--- config.mk ---
export PLATFORM = sky130hd
export DESIGN_NAME = aespim_state_engine
export DESIGN_NICKNAME = d
export VERILOG_FILES = /design/src/rtl/aespim_pkg.sv /design/src/rtl/aespim_sub_word.sv /design/src/rtl/aespim_state_engine.sv
export SDC_FILE = /design/constraint.sdc
export NUM_CORES = 2
export LEC_CHECK = 0
export CORE_MARGIN = 3
export CORE_UTILIZATION = 40
export CTS_BUF_LIST = sky130_fd_sc_hd__clkbuf_8
export DETAILED_ROUTE_END_ITERATION = 16
export PLACE_DENSITY = 0.6
export SYNTH_ARGS = -nofsm -noshare
export SYNTH_HDL_FRONTEND = slang
export SYNTH_SLANG_ARGS = --single-unit
--- constraint.sdc ---
create_clock -name clk_i -period 21.8 [get_ports clk_i]
set_input_delay 4.36 -clock clk_i [delete_from_list [all_inputs] [get_ports clk_i]]
set_output_delay 4.36 -clock clk_i [all_outputs]
set_load 0.005 [all_outputs]
--- src/rtl/aespim_pkg.sv ---
`default_nettype none
// ============================================================================
// Module   : aespim_pkg
// Brief    : Opcodes, FSM states, Rcon table and GF(2^8) helpers for the
//            AES PIM column-state engine.
// Revision : 1.0
// ============================================================================
package aespim_pkg;

   typedef enum logic [3:0] {
      OP_NOP  = 4'd0,
      OP_LD   = 4'd1,
      OP_ST   = 4'd2,
      OP_KEXI = 4'd3,
      OP_KEXS = 4'd4,
      OP_KEX  = 4'd5,
      OP_ENCI = 4'd6,
      OP_ENCF = 4'd7,
      OP_DECM = 4'd8,
      OP_RCLR = 4'd9
   } eng_op_e;

   typedef enum logic [1:0] {
      ST_IDLE   = 2'd0,
      ST_SUB    = 2'd1,
      ST_COMMIT = 2'd2,
      ST_RSP    = 2'd3
   } eng_state_e;

   localparam logic [9:0][7:0] RCON = {8'h36, 8'h1b, 8'h80, 8'h40, 8'h20,
                                       8'h10, 8'h08, 8'h04, 8'h02, 8'h01};

   function automatic logic [7:0] aespim_rcon(input logic [3:0] idx);
      logic [7:0] r;
      r = 8'h00;
      for (int i = 0; i < 10; i++) begin
         if (idx == 4'(i)) r = RCON[i];
      end
      return r;
   endfunction

   function automatic logic aespim_op_uses_sbox(input eng_op_e op);
      return (op == OP_KEXI) || (op == OP_KEXS) || (op == OP_ENCF) || (op == OP_DECM);
   endfunction

   function automatic logic [7:0] aespim_gf_mul(input logic [7:0] a, input logic [7:0] b);
      logic [7:0] p;
      logic [7:0] x;
      p = 8'h00;
      x = a;
      for (int i = 0; i < 8; i++) begin
         if (b[i]) p = p ^ x;
         x = {x[6:0], 1'b0} ^ (x[7] ? 8'h1b : 8'h00);
      end
      return p;
   endfunction

   // a^254 == a^-1 in GF(2^8), and maps 0 to 0 as the S-box requires
   function automatic logic [7:0] aespim_gf_inv(input logic [7:0] a);
      logic [7:0] sq;
      logic [7:0] acc;
      sq  = a;
      acc = 8'h01;
      for (int i = 0; i < 7; i++) begin
         sq  = aespim_gf_mul(sq, sq);
         acc = aespim_gf_mul(acc, sq);
      end
      return acc;
   endfunction

   function automatic logic [31:0] aespim_inv_mixcolumn(input logic [31:0] col);
      logic [7:0] a0, a1, a2, a3;
      a0 = col[31:24];
      a1 = col[23:16];
      a2 = col[15:8];
      a3 = col[7:0];
      return {aespim_gf_mul(a0, 8'h0e) ^ aespim_gf_mul(a1, 8'h0b) ^ aespim_gf_mul(a2, 8'h0d) ^ aespim_gf_mul(a3, 8'h09),
              aespim_gf_mul(a0, 8'h09) ^ aespim_gf_mul(a1, 8'h0e) ^ aespim_gf_mul(a2, 8'h0b) ^ aespim_gf_mul(a3, 8'h0d),
              aespim_gf_mul(a0, 8'h0d) ^ aespim_gf_mul(a1, 8'h09) ^ aespim_gf_mul(a2, 8'h0e) ^ aespim_gf_mul(a3, 8'h0b),
              aespim_gf_mul(a0, 8'h0b) ^ aespim_gf_mul(a1, 8'h0d) ^ aespim_gf_mul(a2, 8'h09) ^ aespim_gf_mul(a3, 8'h0e)};
   endfunction

endpackage
`default_nettype wire

--- src/rtl/aespim_sub_word.sv ---
`default_nettype none
// ============================================================================
// Module   : aespim_bSbox / aespim_sub_word
// Brief    : Forward/inverse AES S-box and a time-multiplexed SubWord unit
//            that fills a shadow register NUM_SBOX bytes per cycle.
// Revision : 1.0
// ============================================================================
module aespim_bSbox
   import aespim_pkg::*;
(
   input  logic [7:0] in_i,
   input  logic       inv_i,
   output logic [7:0] out_o
);
   logic [7:0] w_pre;
   logic [7:0] w_inv;

   always_comb begin
      // Inverse affine first for ISW; forward affine last for SW
      w_pre = inv_i ? ({in_i[6:0], in_i[7]} ^ {in_i[4:0], in_i[7:5]} ^ {in_i[1:0], in_i[7:2]} ^ 8'h05)
                    : in_i;
      w_inv = aespim_gf_inv(w_pre);
      out_o = inv_i ? w_inv
                    : (w_inv ^ {w_inv[6:0], w_inv[7]} ^ {w_inv[5:0], w_inv[7:6]} ^
                       {w_inv[4:0], w_inv[7:5]} ^ {w_inv[3:0], w_inv[7:4]} ^ 8'h63);
   end
endmodule

module aespim_sub_word #(
   parameter int NUM_SBOX = 4
) (
   input  logic        clk_i,
   input  logic        rst_ni,
   input  logic        en_i,
   input  logic        clr_i,
   input  logic        inv_i,
   input  logic [31:0] word_i,
   output logic        done_o,
   output logic [31:0] word_o
);
   localparam int SW_CYC = 4 / NUM_SBOX;

   logic [1:0]                cnt_q, cnt_d;
   logic [31:0]               shadow_q, shadow_d;
   logic [NUM_SBOX-1:0][1:0]  w_lane;
   logic [NUM_SBOX-1:0][7:0]  w_sb_in;
   logic [NUM_SBOX-1:0][7:0]  w_sb_out;
   logic                      w_last;

   generate
      for (genvar j = 0; j < NUM_SBOX; j++) begin : g_sbox
         aespim_bSbox u_sbox (
            .in_i  (w_sb_in[j]),
            .inv_i (inv_i),
            .out_o (w_sb_out[j])
         );
      end
   endgenerate

   always_comb begin
      w_last = (cnt_q == 2'(SW_CYC - 1));
      shadow_d = shadow_q;
      cnt_d    = cnt_q;
      for (int j = 0; j < NUM_SBOX; j++) begin
         w_lane[j]  = 2'(int'(cnt_q) * NUM_SBOX + j);
         w_sb_in[j] = word_i[8*w_lane[j] +: 8];
      end
      if (clr_i) begin
         shadow_d = '0;
         cnt_d    = '0;
      end else if (en_i) begin
         for (int j = 0; j < NUM_SBOX; j++) shadow_d[8*w_lane[j] +: 8] = w_sb_out[j];
         cnt_d = w_last ? 2'd0 : cnt_q + 2'd1;
      end else begin
         cnt_d = '0;
      end
   end

   always_ff @(posedge clk_i) begin
      if (!rst_ni) begin
         cnt_q    <= '0;
         shadow_q <= '0;
      end else begin
         cnt_q    <= cnt_d;
         shadow_q <= shadow_d;
      end
   end

   assign done_o = en_i && w_last && !clr_i;
   assign word_o = shadow_q;
endmodule
`default_nettype wire

--- src/rtl/aespim_state_engine.sv ---
`default_nettype none
// ============================================================================
// Module   : aespim_state_engine
// Brief    : AES column-queue engine (round / key-schedule word ops) with a
//            valid/ready request-response handshake. Optional zeroize port
//            enabled by AESPIM_ZEROIZE_EN.
// Revision : 1.0
// ============================================================================
module aespim_state_engine
   import aespim_pkg::*;
#(
   parameter int NUM_COLS = 4,
   parameter int NUM_SBOX = 4
) (
   input  logic        clk_i,
   input  logic        rst_ni,
   input  logic        req_valid_i,
   output logic        req_ready_o,
   input  eng_op_e     req_op_i,
   input  logic [1:0]  req_sr_i,
   input  logic [31:0] req_data_i,
   output logic        rsp_valid_o,
   input  logic        rsp_ready_i,
   output logic [31:0] rsp_data_o,
   output logic        busy_o,
   output logic [3:0]  rcon_idx_o
`ifdef AESPIM_ZEROIZE_EN
   ,
   input  logic        zeroize_i
`endif
);
   eng_state_e                 state_q, state_d;
   eng_op_e                    op_q, op_d;
   logic [1:0]                 sr_q, sr_d;
   logic [31:0]                data_q, data_d;
   logic [NUM_COLS-1:0][31:0]  queue_q, queue_d;
   logic [3:0]                 rcon_idx_q, rcon_idx_d;
   logic                       rsp_valid_q, rsp_valid_d;
   logic [31:0]                rsp_data_q, rsp_data_d;

   logic                       w_zeroize;
   logic [31:0]                w_head, w_tail;
   logic [31:0]                w_sw_in, w_sw_out;
   logic                       w_sw_done;
   logic [31:0]                w_word;
   logic                       w_push;
   logic [1:0]                 w_sr;
   logic [NUM_COLS-1:0][31:0]  w_shifted, w_pushed;

`ifdef AESPIM_ZEROIZE_EN
   assign w_zeroize = zeroize_i;
`else
   assign w_zeroize = 1'b0;
`endif

   assign w_head = queue_q[0];
   assign w_tail = queue_q[NUM_COLS-1];

   always_comb begin
      case (op_q)
         OP_KEXI: w_sw_in = {w_tail[23:0], w_tail[31:24]};
         OP_KEXS: w_sw_in = w_tail;
         default: w_sw_in = w_head;
      endcase
   end

   aespim_sub_word #(.NUM_SBOX(NUM_SBOX)) u_sub_word (
      .clk_i  (clk_i),
      .rst_ni (rst_ni),
      .en_i   (state_q == ST_SUB),
      .clr_i  (w_zeroize),
      .inv_i  (op_q == OP_DECM),
      .word_i (w_sw_in),
      .done_o (w_sw_done),
      .word_o (w_sw_out)
   );

   always_comb begin
      w_word = 32'h0;
      w_push = 1'b1;
      case (op_q)
         OP_LD:   w_word = data_q;
         OP_ST:   w_word = w_head;
         OP_KEXI: w_word = w_head ^ w_sw_out ^ {aespim_rcon(rcon_idx_q), 24'h0};
         OP_KEXS: w_word = w_head ^ w_sw_out;
         OP_KEX:  w_word = w_head ^ w_tail;
         OP_ENCI: w_word = data_q ^ w_head;
         OP_ENCF: w_word = data_q ^ w_sw_out;
         OP_DECM: w_word = data_q ^ aespim_inv_mixcolumn(w_sw_out);
         default: w_push = 1'b0;
      endcase
      w_sr = (op_q == OP_ST) ? 2'd0 : sr_q;
   end

   // ShiftRows push: lane b lands S-1-b... columns early and freezes the columns above it
   always_comb begin
      w_shifted[NUM_COLS-1] = w_word;
      for (int k = 0; k < NUM_COLS-1; k++) w_shifted[k] = queue_q[k+1];
      w_pushed = w_shifted;
      for (int b = 0; b < 4; b++) begin
         if (b < int'(w_sr)) begin
            for (int k = 0; k < NUM_COLS; k++) begin
               if (k == NUM_COLS-2-b)
                  w_pushed[k][8*b +: 8] = w_word[8*b +: 8];
               else if (k > NUM_COLS-2-b)
                  w_pushed[k][8*b +: 8] = queue_q[k][8*b +: 8];
            end
         end
      end
   end

   always_comb begin
      state_d     = state_q;
      op_d        = op_q;
      sr_d        = sr_q;
      data_d      = data_q;
      queue_d     = queue_q;
      rcon_idx_d  = rcon_idx_q;
      rsp_valid_d = rsp_valid_q;
      rsp_data_d  = rsp_data_q;
      if (w_zeroize) begin
         state_d     = ST_IDLE;
         op_d        = OP_NOP;
         sr_d        = '0;
         data_d      = '0;
         queue_d     = '0;
         rcon_idx_d  = '0;
         rsp_valid_d = 1'b0;
         rsp_data_d  = '0;
      end else begin
         case (state_q)
            ST_IDLE: begin
               if (req_valid_i) begin
                  op_d    = req_op_i;
                  sr_d    = req_sr_i;
                  data_d  = req_data_i;
                  state_d = aespim_op_uses_sbox(req_op_i) ? ST_SUB : ST_COMMIT;
               end
            end
            ST_SUB: begin
               if (w_sw_done) state_d = ST_COMMIT;
            end
            ST_COMMIT: begin
               if (w_push) queue_d = w_pushed;
               if (op_q == OP_KEXI) rcon_idx_d = (rcon_idx_q == 4'd9) ? 4'd0 : rcon_idx_q + 4'd1;
               if (op_q == OP_RCLR) rcon_idx_d = 4'd0;
               rsp_valid_d = 1'b1;
               rsp_data_d  = w_word;
               state_d     = ST_RSP;
            end
            default: begin
               if (rsp_ready_i) begin
                  rsp_valid_d = 1'b0;
                  rsp_data_d  = '0;
                  state_d     = ST_IDLE;
               end
            end
         endcase
      end
   end

   always_ff @(posedge clk_i) begin
      if (!rst_ni) begin
         state_q     <= ST_IDLE;
         op_q        <= OP_NOP;
         sr_q        <= '0;
         data_q      <= '0;
         queue_q     <= '0;
         rcon_idx_q  <= '0;
         rsp_valid_q <= 1'b0;
         rsp_data_q  <= '0;
      end else begin
         state_q     <= state_d;
         op_q        <= op_d;
         sr_q        <= sr_d;
         data_q      <= data_d;
         queue_q     <= queue_d;
         rcon_idx_q  <= rcon_idx_d;
         rsp_valid_q <= rsp_valid_d;
         rsp_data_q  <= rsp_data_d;
      end
   end

   assign req_ready_o = (state_q == ST_IDLE);
   assign busy_o      = (state_q != ST_IDLE);
   assign rsp_valid_o = rsp_valid_q;
   assign rsp_data_o  = rsp_data_q;
   assign rcon_idx_o  = rcon_idx_q;
endmodule
`default_nettype wire
## Word level (Yosys, flattened, before mapping)

Index checks and enable logic that the tools add are counted.

- $add $sub $neg: 8
- Order comparisons: 3
- Equal/unequal tests: 26
- Shifts and indexed selects: 9
- Mux-type cells: 901
- Bitwise logic cells: 852
- Reduce and logical (&&, ||, !) cells: 22

Operator list:

| cell | count |
|---|---|
| $mux W8 | 473 |
| $xor A8 B8 Y8 | 428 |
| $xor A8 B5 Y8 | 376 |
| $mux W5 | 381 |
| $pmux W32 S8 | 1 |
| $xor A32 B32 Y32 | 6 |
| $pmux W32 S2 | 2 |
| $neg A5 Y34 | 3 |
| $shift A8 B34 Y32 const A | 3 |
| $shiftx A8 B34 Y32 | 3 |
| $bwmux W32 | 3 |
| $shiftx A32 B6 Y8 | 3 |
| $eq A4 B3 Y1 const B | 10 |
| $mux W32 | 1 |
| $mux W4 | 8 |
| $mux W7 | 4 |
| $not A1 Y1 const A | 28 |
| $mux W6 | 4 |
| $eq A4 B2 Y1 const B | 5 |
| $eq A4 B4 Y1 const B | 5 |
| $mux W2 | 10 |
| $not A4 Y4 | 4 |
| $mux W3 | 5 |
| $reduce_and A3 Y1 | 4 |
| 25 further kinds | 51 |

- Register bits: 239
- Bits of input ports: 42
- Output and inout port bits: 39

## Logic depth before layout (Yosys ltp)

- Depth in word-level cells: 144
- Mapped depth: 81
- Depth with buffers taken out: 66

## Modules after synthesis

Synthesis repeated with hierarchy kept, for this count alone.

- Cells, all modules: 10394
- Area, all modules: 80427.1 um2

By module, submodules not included:

| module | times used | cells an instance | area each (um2) | sequential area each (um2) |
|---|---|---|---|---|
| aespim_bSbox | 4 | 2125 | 16313.1 | 0.0 |
| aespim_state_engine | 1 | 1779 | 13874.6 | 4103.9 |
| aespim_sub_word | 1 | 115 | 1300.0 | 680.7 |

## Worst setup path after synthesis

OpenSTA, ideal clock, no wires.

- Path kind: reg2reg
- Start point: register op_q[0]
- End point: register u_sub_word.shadow_q[17], in the netlist u_sub_word.word_o[17]
- Setup time: 0.065 ns
- Arrival: 18.395 ns
- Data required time: 21.735 ns
- Slack: 3.340 ns
- Cell stages (with the launch flop): 77
- Buffers on the path: 12
- Clock period less this slack: 18.460 ns
- Cell sequence: dfxtp_1 buf_6 or4b_1 buf_2 o22ai_1 o21a_1 buf_4 xnor3_2 a21o_1 buf_2 inv_2 ha_1 clkbuf_1 inv_1 nand3_1 o21ai_0 nor2_1 or3_1 (+41 left out) xnor3_2 xor2_2 nor2_1 xnor3_1 xnor3_1 xnor2_4 xnor3_1 nor2_4 xor2_2 xnor3_1 xor3_1 or4_1 a211o_1 a22o_1 a21oi_2 xnor2_1 mux2i_1 nor2b_1

- Cells in the longest elaborated chain, start to end: 141

Ends and longest elaborated chain:

| item | line | source |
|---|---|---|
| start: declaration | aespim_state_engine.sv:33 | `eng_op_e op_q, op_d;` |
| start signal: assignment | aespim_state_engine.sv:174 | `op_q <= op_d;` |
| $eq A4 B3 Y1 or $eq A4 B2 Y1 (tied branches) | aespim_state_engine.sv:60 | `case (op_q)` |
| $pmux W32 S2 | aespim_state_engine.sv:60 |  |
| $shiftx A32 B6 Y8 | aespim_sub_word.sv:66 | `w_sb_in[j] = word_i[8*w_lane[j] +: 8];` |
| $xor A8 B8 Y8 (2 in series) | aespim_sub_word.sv:20 | `w_pre = inv_i ? ({in_i[6:0], in_i[7]} ^ {in_i[4:0], in_i[7:5]} ^ {in_i[1:0], in_i[7:2]} ^ 8'h05)` |
| $not A2 Y2 (no line) | -- |  |
| $mux W8 | aespim_sub_word.sv:20 |  |
| $mux W8 | aespim_pkg.sv:52 | `if (b[i]) p = p ^ x;` |
| $xor A8 B8 Y8 | aespim_pkg.sv:52 |  |
| (+121 left out) | -- |  |
| $mux W8 | aespim_pkg.sv:52 |  |
| $xor A8 B8 Y8 (3 in series) | aespim_sub_word.sv:24 | `: (w_inv ^ {w_inv[6:0], w_inv[7]} ^ {w_inv[5:0], w_inv[7:6]} ^` |
| $xor A8 B8 Y8 | aespim_sub_word.sv:25 | `{w_inv[4:0], w_inv[7:5]} ^ {w_inv[3:0], w_inv[7:4]} ^ 8'h63);` |
| $not A4 Y4 (no line) | -- |  |
| $mux W8 | aespim_sub_word.sv:23 | `out_o = inv_i ? w_inv` |
| $shiftx A8 B34 Y32 | aespim_sub_word.sv:72 | `for (int j = 0; j < NUM_SBOX; j++) shadow_d[8*w_lane[j] +: 8] = w_sb_out[j];` |
| $bwmux W32 (2 in series) | aespim_sub_word.sv:72 |  |
| $bwmux W32 (*) | aespim_sub_word.sv:72 |  |
| end signal: assignment | aespim_sub_word.sv:85 | `shadow_q <= shadow_d;` |
| end: declaration | aespim_sub_word.sv:44 | `logic [31:0] shadow_q, shadow_d;` |

Every way passes the cells marked *; elsewhere a longest branch is shown, timed or not.
A chain may end at the register's enable or synchronous reset.

## Final worst setup path

- Start point: register op_q[2]
- End point: register u_sub_word.shadow_q[23], in the netlist u_sub_word.word_o[23]

The elaborated chain is that of the path after synthesis.

==> metrics.md <==
| Metric | Value |
|---|---|
| Die Span Y | 392 um |
| Wirelength per Cell | ~19 um |
| Minimum clock period | between 20000 and 25000 ps |
| Buf+Inv Stages, Crit Path | 4 |
| TritonRoute pass-1 iters | 6 |
| Critical path arrival | 20920 ps |
| Fmax achieved | 48.9 MHz |
| Initial Utilization | roughly 40% |
| CTS tree | yes |
| Hold crit path type | flop to flop |
| Post-route DRC | 0 |
| Post-Layout Inst Area | 63700 um^2 |
| Post-route ant nets | 0 |
| Area growth syn-to-layout | 6.58% |
| Critical path startpoint category | flop |
| Yosys reg bits | roughly 230 |
| Rel. slew slack | 19.7% |
| Yosys warns | 0 |
| Mapped Nets | 8093 |
| CP top delay family | XOR/XNOR gates |
| Max Buffers Root-to-Sink | 3 |
| Slew Viols, Final | 0 |
| Core Rows | around 140 |
| Die W | 392 um |
| Maxcap violations | 0 |
| H-tree Lvls | 2 |
| Worst setup EP type | flop |
| GPL Wtd Cong | 0.936 |
| Detailed placement HPWL | 138000 um |
| Setup TNS | 0 ps |
| Global-route wire length before repair | between 300000 and 400000 um |
| Final Hold Viols | 0 |
| Worst EP required | approximately 22000 ps |
| CTS clk-pin slew, worst paths | 50 ps |
| CTS Root Cell | clkbuf_8 |
| Total global-route track usage | 23.6% |
| Fin crit share | a little over nine tenths |
| DIE AREA | 154000 um^2 |
| Port Buffers | 80 |
| Via count | roughly 58000 |
| DR iter-0 viols | between 4000 and 5000 |
| Status | complete, no violations |
| Worst Path Max Fanout | 22 |
| Syn_area_per_cell | between 7 and 8 um^2 |
| Initial antenna violation count | 4 |
| Vias in the first global route | 54400 |
| Highest-delay cell along the critical path | xnor2_1 |
| Cells after Synth | around 8000 |
| Cts bufs inserted | 43 |
| CTS hold repair buffers | 0 |
| Mapped cell area | between 50000 and 60000 um^2 |
| Worst Tran Pin Value | around 1200 ps |
| Routed WL | roughly 190000 um |
| Final setup fails | 0 |
| EDFF count, synth | 0 |
| Crit Path Class | flop to flop |
| Largest stage delay, worst path | between 800 and 900 ps |
| Io pins | ~80 |
| Share of layout cells above drive strength 1 | 8.33% |
| Synth cell types | 126 |
| Nets | 7883 |
| FFs w/ async S/R, synth | 0% |
| Core Area | 148000 um^2 |
| Ys flop type | dfxtp_1 |
| Pin count of the biggest net entering global routing | between 100 and 150 |
| Post-synthesis sequential area ratio | just under 8% |
| GRT overflow | 0 |
| Skew final | ~33 ps |
| Clock Latency Late Sink | 580 ps |
| DP Area | ~63000 um^2 |
| CP most frequent cell | xnor2_1 |
| Fillers | 15000 |
| Drt via density | 5.90 |
| Internal reg-to-reg setup slack | 1360 ps |
| RSZ-0062 raised after global routing | no |
| Clock sink count | between 200 and 250 |
layer usage:
| metal | global-route usage [%] | vias up | wire [um] |
|---|---|---|---|
| met2 | 40.7 | 2042 | 91300 |
| met3 | 1.36 | 322 | 10400 |
| met1 | 31.8 | 27600 | 83200 |
| met5 | 0 | - | 46 |
| li1 | - | 27700 | - |
| met4 | 6.58 | 6 | 5220 |
path summary, 6_finish.rpt:
kind,start,depth (start not counted),end
worst max register to register,op_q[2],63,u_sub_word.word_o[23]
worst min register to register,u_sub_word.cnt_q[0],1,u_sub_word.cnt_q[0]
worst max-delay path,op_q[2],63,u_sub_word.word_o[23]
worst min-delay path,u_sub_word.cnt_q[0],1,u_sub_word.cnt_q[0]
per-stage QoR:
stage          cells  utilization, %  setup slack, ps  hold WS (ps)
2_1_floorplan   8025               -             3340           401
3_3_place_gp    9695            42.4              239           409
3_5_place_dp    9695            42.4             66.2           420
4_1_cts         9765            42.9              198           427
5_1_grt         9771            43.0             42.7           436
6_report        9771            43.0             1360           428
state kept, by name, summed over array words and instances (netlist names):
signal and cells:
u_sub_word.cnt_q 2, data_q 32, rcon_idx_o 4, u_sub_word.word_o 24, rsp_data_o 32, rsp_valid_o 1, state_q 2, queue_q 64
sr_q 2, w_head 32, op_q 4, w_tail 32
repair_timing:
action,4_1_cts,5_1_grt
setup buffers,0,5
setup endpoints to repair,1,24
resized for setup,1,22
pin swaps,0,1
cells in the mapped netlist, drive strengths merged (47+ instances only):
cell       n  share of area, %
nor3     214               1.8
and2      67              0.70
a21oi    380               3.2
o211ai    71              0.90
clkbuf   378               2.4
or3       55              0.58
o21ai    394               3.3
xnor3    291                11
inv       69              0.43
a21boi   150               1.9
buf      212               1.8
nor3b     47              0.63
a211oi    75              0.97
nand2    965               6.1
a221oi    47              0.74
xnor2   1379                21
nor2    1018               6.4
nor2b    116               1.2
a22oi    134               1.7
nand3    171               1.4
xor2     390               6.2
dfxtp    231               7.7
a31oi     68              0.71
mux2i    203               3.4
and3      54              0.57
o221ai    53              0.79
o22ai    106               1.1
cell families after synthesis:
family	after synthesis	share of synthesized area, %
flops	231	7.74
simple gates	2904	21.7
compound gates	1867	21.4
mux	240	4.16
fa+ha+maj	26	0.545
buf+inv	668	4.70
xor+xnor	2089	39.7
cells in the final DEF, fill, tap and decap left out, types with 63 or more instances in the layout:
master,Yosys,layout
a31oi_1,68,68
and2_1,66,63
xnor3_1,277,272
xnor2_1,1307,1266
buf_4,23,255
xor2_1,359,355
nor3_1,212,211
o211ai_1,70,70
dfxtp_1,231,229
clkdlybuf4s50_1,0,79
o22ai_1,103,103
xnor2_2,58,96
a211oi_1,73,73
a22oi_1,134,134
nor2b_1,116,116
nand3_1,170,170
a21boi_0,135,135
nor2_1,1014,1010
a21oi_1,377,376
o21ai_0,333,331
mux2i_1,202,202
nand2_1,963,962
area by class of cell:
class                           instances  area, um^2  area share (%)
Antenna cell                            1        2.50         0.00393
Inverter                               78         293           0.460
Tap cell                             1930        2410            3.79
Timing Repair Buffer                  335        2720            4.27
Sequential cell                       231        4630            7.27
Multi-Input combinational cell       7126       52800            82.9
Clock buffer                           55         757            1.19
Clock inverter                         15        77.6           0.122
Power is not shown: default switching activity piles up to over one toggle a cycle in this logic, so the estimate is an artifact.
